<file path="config.mk">
export PLATFORM = sky130hd
export DESIGN_NAME = alu_result_stage
export DESIGN_NICKNAME = d
export VERILOG_FILES = /design/src/rtl/alu_result_stage.sv
export SDC_FILE = /design/constraint.sdc
export NUM_CORES = 1
export LEC_CHECK = 0
export CAP_MARGIN = 20
export CORE_MARGIN = 5
export CORE_UTILIZATION = 40
export CTS_CLUSTER_DIAMETER = 30
export DETAILED_ROUTE_END_ITERATION = 16
export PLACE_DENSITY_LB_ADDON = 0.1
export SYNTH_ARGS = -nofsm -noshare
export SYNTH_HDL_FRONTEND = slang
export SYNTH_SLANG_ARGS = --single-unit
</file>
<file path="constraint.sdc">
create_clock -name clk -period 2.5 [get_ports clk]
set_clock_uncertainty 0.1 [all_clocks]
set_input_delay 0.25 -clock clk [delete_from_list [all_inputs] [get_ports clk]]
set_output_delay 0.25 -clock clk [all_outputs]
set_load 0.01 [all_outputs]
</file>
<file path="src/rtl/alu_result_stage.sv">
`default_nettype none
// ============================================================================
// Module      : alu_result_stage
// Description : Registered result/flag FIFO behind the 32-bit ALUs with a
//               valid/ready writeback port, a sticky flag register (built only
//               when ALU_RES_STICKY_EN is defined) and a saturating op counter.
// Revision    : 1.0 - initial release
// ============================================================================
module alu_result_stage #(
    parameter int WIDTH = 32,
    parameter int DEPTH = 4,
    parameter int CNT_W = 16
) (
    input  logic             clk,
    input  logic             rst,
    input  logic             in_valid,
    output logic             in_ready,
    input  logic [3:0]       in_opcode,
    input  logic [WIDTH-1:0] in_result,
    input  logic [3:0]       in_flags,
    output logic             out_valid,
    input  logic             out_ready,
    output logic [3:0]       out_opcode,
    output logic [WIDTH-1:0] out_result,
    output logic [3:0]       out_flags,
    output logic [3:0]       sticky_flags,
    input  logic             sticky_clr,
    output logic [CNT_W-1:0] op_count,
    output logic             overflow_err
);

    localparam int               c_AW      = $clog2(DEPTH);
    localparam logic [CNT_W-1:0] c_CNT_MAX = '1;

    logic [c_AW:0]      r_wr_ptr;
    logic [c_AW:0]      r_rd_ptr;
    logic [3:0]         r_mem_opcode [DEPTH];
    logic [WIDTH-1:0]   r_mem_result [DEPTH];
    logic [3:0]         r_mem_flags  [DEPTH];
    logic [CNT_W-1:0]   r_op_count;
    logic               r_overflow_err;

    logic               w_full;
    logic               w_empty;
    logic               w_push;
    logic               w_pop;
    logic [c_AW-1:0]    w_rd_idx;
    logic [c_AW-1:0]    w_wr_idx;

    // Full/empty come from registered pointers only, so in_ready never sees out_ready.
    assign w_full   = (r_wr_ptr[c_AW] != r_rd_ptr[c_AW]) &&
                      (r_wr_ptr[c_AW-1:0] == r_rd_ptr[c_AW-1:0]);
    assign w_empty  = (r_wr_ptr == r_rd_ptr);
    assign in_ready = !w_full;
    assign out_valid = !w_empty;
    assign w_push   = in_valid && in_ready;
    assign w_pop    = out_valid && out_ready;
    assign w_rd_idx = r_rd_ptr[c_AW-1:0];
    assign w_wr_idx = r_wr_ptr[c_AW-1:0];

    assign out_opcode   = out_valid ? r_mem_opcode[w_rd_idx] : 4'd0;
    assign out_result   = out_valid ? r_mem_result[w_rd_idx] : '0;
    assign out_flags    = out_valid ? r_mem_flags[w_rd_idx]  : 4'd0;
    assign op_count     = r_op_count;
    assign overflow_err = r_overflow_err;

    // Storage needs no reset: stale entries are masked by out_valid.
    always_ff @(posedge clk) begin
        if (w_push) begin
            r_mem_opcode[w_wr_idx] <= in_opcode;
            r_mem_result[w_wr_idx] <= in_result;
            r_mem_flags[w_wr_idx]  <= in_flags;
        end
    end

    always_ff @(posedge clk or posedge rst) begin
        if (rst) begin
            r_wr_ptr       <= '0;
            r_rd_ptr       <= '0;
            r_op_count     <= '0;
            r_overflow_err <= 1'b0;
        end else begin
            if (w_push) begin
                r_wr_ptr <= r_wr_ptr + 1'b1;
            end
            if (w_pop) begin
                r_rd_ptr <= r_rd_ptr + 1'b1;
            end
            if (w_push && (r_op_count != c_CNT_MAX)) begin
                r_op_count <= r_op_count + 1'b1;
            end
            if (in_valid && !in_ready) begin
                r_overflow_err <= 1'b1;
            end
        end
    end

`ifdef ALU_RES_STICKY_EN
    logic [3:0] r_sticky;

    // Clear takes effect first, so a same-cycle push leaves exactly its flags.
    always_ff @(posedge clk or posedge rst) begin
        if (rst) begin
            r_sticky <= 4'd0;
        end else if (sticky_clr) begin
            r_sticky <= w_push ? in_flags : 4'd0;
        end else if (w_push) begin
            r_sticky <= r_sticky | in_flags;
        end
    end

    assign sticky_flags = r_sticky;
`else
    logic w_unused;

    assign w_unused     = &{1'b0, sticky_clr};
    assign sticky_flags = 4'd0;
`endif

endmodule
`default_nettype wire

</file>
==> impl_metrics.json <==
{
  "cts_tree": "built",
  "clock_sinks": 183,
  "place_ws_ns": 0.233,
  "finalCriticalPeriod_ns": 2.62,
  "drc": 0,
  "final_nets": 551,
  "yosys_register_bits": 183,
  "max-slew-margin-rel_pct": 65.7,
  "diodes": 0,
  "intPower_w": 0.00851,
  "drive_gt1_share_pct": 26.3,
  "htree_levels": 4,
  "cts-root-buf": "clkbuf_16",
  "layout_commonest_cell": "edfxtp_1",
  "portBuffers": 102,
  "regToRegSetupSlack_ns": 0.42,
  "ant_nets": 0,
  "fin_crit_sh_pct": 105,
  "power_density_nw_per_um2": 1290,
  "slew_violations": 0,
  "routedWlPerCell_um": 19.6,
  "setup_viol": 39,
  "area_growth_pct": 30.5,
  "timing.fmax_mhz": 382,
  "p_seq_share_pct": 35.5,
  "hold_class": "in -> async",
  "insertion_delay_ns": 0.42,
  "met1_length_um": 6190,
  "violations": "negative setup slack",
  "pwr-share-clk_pct": 23.5,
  "slowest_stage": "dfrtp_4",
  "tightest_slew_ns": 0.513,
  "critPathRequiredTime_ns": 2.15,
  "ir_drop_v": 0.000682,
  "critical_path_class": "reg -> out",
  "max_stage_delay_ns": 0.50,
  "ys_types": 34,
  "fin_area_um2": 9510,
  "track_usage_pct": 14.2,
  "core_um2": 18000,
  "cp_max_fo": 9,
  "yosys_warnings": 0,
  "row_count": 49,
  "top_layer_used": "met4",
  "die_area_um2": 21000,
  "endpoint_kind": "output pin",
  "synth-seq-area-share_pct": 73.8,
  "grt_antenna_before_repair": 0,
  "wl_met2_um": 7600,
  "grt_max_degree": 34,
  "wirelength_um": 14600,
  "place_congestion": 0.694,
  "synth.avg_cell_area_um2": 20.0,
  "p_leak_nw": 3.32,
  "cp-start-kind": "flip-flop",
  "fp.dieH_um": 145,
  "combPwrFrac_pct": 41.0,
  "viasPerCell": 5.06,
  "rsz0062_at_grt": "yes",
  "io_pins": 108,
  "drtIter0Drc": 165,
  "ctsHoldBuffers": 0,
  "grt_pass1_wl_um": 23000,
  "switchingPower_w": 0.00373,
  "cts_max_path_buffers": 2,
  "clkTransAtPathRegs_ns": 0.07,
  "postSynthCellCount": 365,
  "dpl-instance-area_um2": 8760,
  "syn_area_um2": 7290,
  "fin_ws_ns": -0.115,
  "crit_chain": "buf_8, mux4_2, and2_1, clkdlybuf4s50_1",
  "crit_arrival_ns": 2.27,
  "mostFrequentLayoutCells": "edfxtp_1, clkdlybuf4s50_1, and2_1, mux4_2, dfrtp_1",
  "wl_met3_um": 591,
  "dp_hpwl_um": 9160,
  "design_power_total_w": 0.0122,
  "hold_viol": 0,
  "status": "finished with violations",
  "swShare_pct": 30.5,
  "drv_cap": 0,
  "drt-pass1-iter-count": 4,
  "overflow": 0,
  "die_w_um": 145,
  "initial_utilization_pct": 40.6,
  "vias": 3753,
  "grt_pass1_vias": 4119,
  "numCtsBuffers": 17
}
-- cell usage after synthesis --
master,number,area [µm²]
edfxtp_1,160,4800
and2_1,46,288
mux4_2,40,901
dfrtp_1,23,576
xnor2_1,13,114
clkbuf_1,9,33.8
nand2_1,7,26.3
and4_1,6,52.6
buf_2,6,30.0
ha_1,6,75.1
nand3_1,6,30.0
buf_4,5,37.5
inv_1,4,15.0
o2111ai_1,4,35.0
mux2_2,3,33.8
xor2_1,3,26.3
and3_1,2,12.5
mux2_1,2,22.5
nand4_1,2,12.5
o211ai_1,2,15.0
o21ai_0,2,10.0
xnor2_2,2,32.5
a21oi_1,1,5.00
a31oi_4,1,21.3
and4b_1,1,10.0
buf_6,1,11.3
conb_1,1,3.75
nand3_2,1,10.0
nand3b_1,1,7.51
nand4b_1,1,8.76
nor3_1,1,5.00
o21ai_2,1,8.76
o21ba_2,1,10.0
o21bai_1,1,7.51
-- power by group through the flow --
stage               registers (W)  clock network [W]  logic (W)
floorplan                 0.00434                  0    0.00263
global placement          0.00436                  0    0.00509
detailed placement        0.00441                  0    0.00511
CTS                       0.00435            0.00294    0.00502
global route              0.00441            0.00309    0.00546
finish                    0.00435            0.00287    0.00502
-- state kept, by name, indices dropped and copies added, names as in the netlist --
signal / cells
overflow_err: 1
r_mem_opcode: 16
r_mem_result: 128
r_mem_flags: 16
op_count: 16
r_rd_ptr: 3
r_wr_ptr: 3
-- layout make-up --
cell class / instances / area, µm²
clock buffer: 17 / 425
clock inverter: 15 / 218
fill: 1448 / 8450
inverter: 4 / 15.0
multi-input combinational: 160 / 1820
sequential: 183 / 5390
tap: 229 / 287
timing repair buffer: 134 / 1370
-- kinds of logic after synthesis --
logic type	count (synthesis)	synth area share, %
XOR/XNOR	18	2.37
AND/OR/NAND/NOR	74	6.35
other	1	0.0514
AO/OA/AOI/OAI	13	1.54
flip-flops	183	73.8
multiplexers	45	13.1
buffers and inverters	25	1.75
adder cells (fa/ha/maj)	6	1.03
-- path summary, 6_finish.rpt --
| check | startpoint | end | cells after the start |
|---|---|---|---|
| worst max register to register | r_rd_ptr[0]$_DFFE_PP0P_ | r_mem_flags[2][0]$_DFFE_PP_ | 4 |
| worst max-delay path | r_rd_ptr[0]$_DFFE_PP0P_ | out_result[21] | 4 |
| max in group asynchronous | rst | r_rd_ptr[0]$_DFFE_PP0P_ | 3 |
| worst min-delay path | rst | op_count[1]$_DFFE_PP0P_ | 2 |
| min in group clk | in_result[28] | r_mem_result[3][28]$_DFFE_PP_ | 1 |
| worst min register to register | overflow_err$_DFFE_PP0P_ | overflow_err$_DFFE_PP0P_ | 1 |
-- metrics by stage --
stage	std cells	hold slack, ns	TNS, ns	util, %
after global placement	701	0.372	0	48.7
after floorplan	368	0.152	0	-
after global routing	742	0.0943	-5.91	53.0
final	742	0.0546	-2.51	53.0
after detailed placement	701	0.365	0	48.7
after CTS	738	0.0475	-2.00	52.6
-- critical path: cells and delay by family, from the launching register on --
family                 cells  cell delay, ns
buffers and inverters      2            0.66
flip-flops                 1            0.50
multiplexers               1            0.50
AND/OR/NAND/NOR            1            0.18
-- per-layer routing --
layer,global-route usage [%],vias up
met5,0,-
met1,17.8,1953
met3,3.68,13
met2,24.1,79
li1,-,1708
met4,4.99,0
-- timing repair --
| action | in CTS | in global routing |
|---|---|---|
| endpoints found under the setup margin | 41 | 40 |
| gates cloned | 2 | 1 |
| gates resized for setup | 76 | 4 |
| buffers inserted | 3 | 3 |
Note: power is estimated with default switching activity, not from simulation.
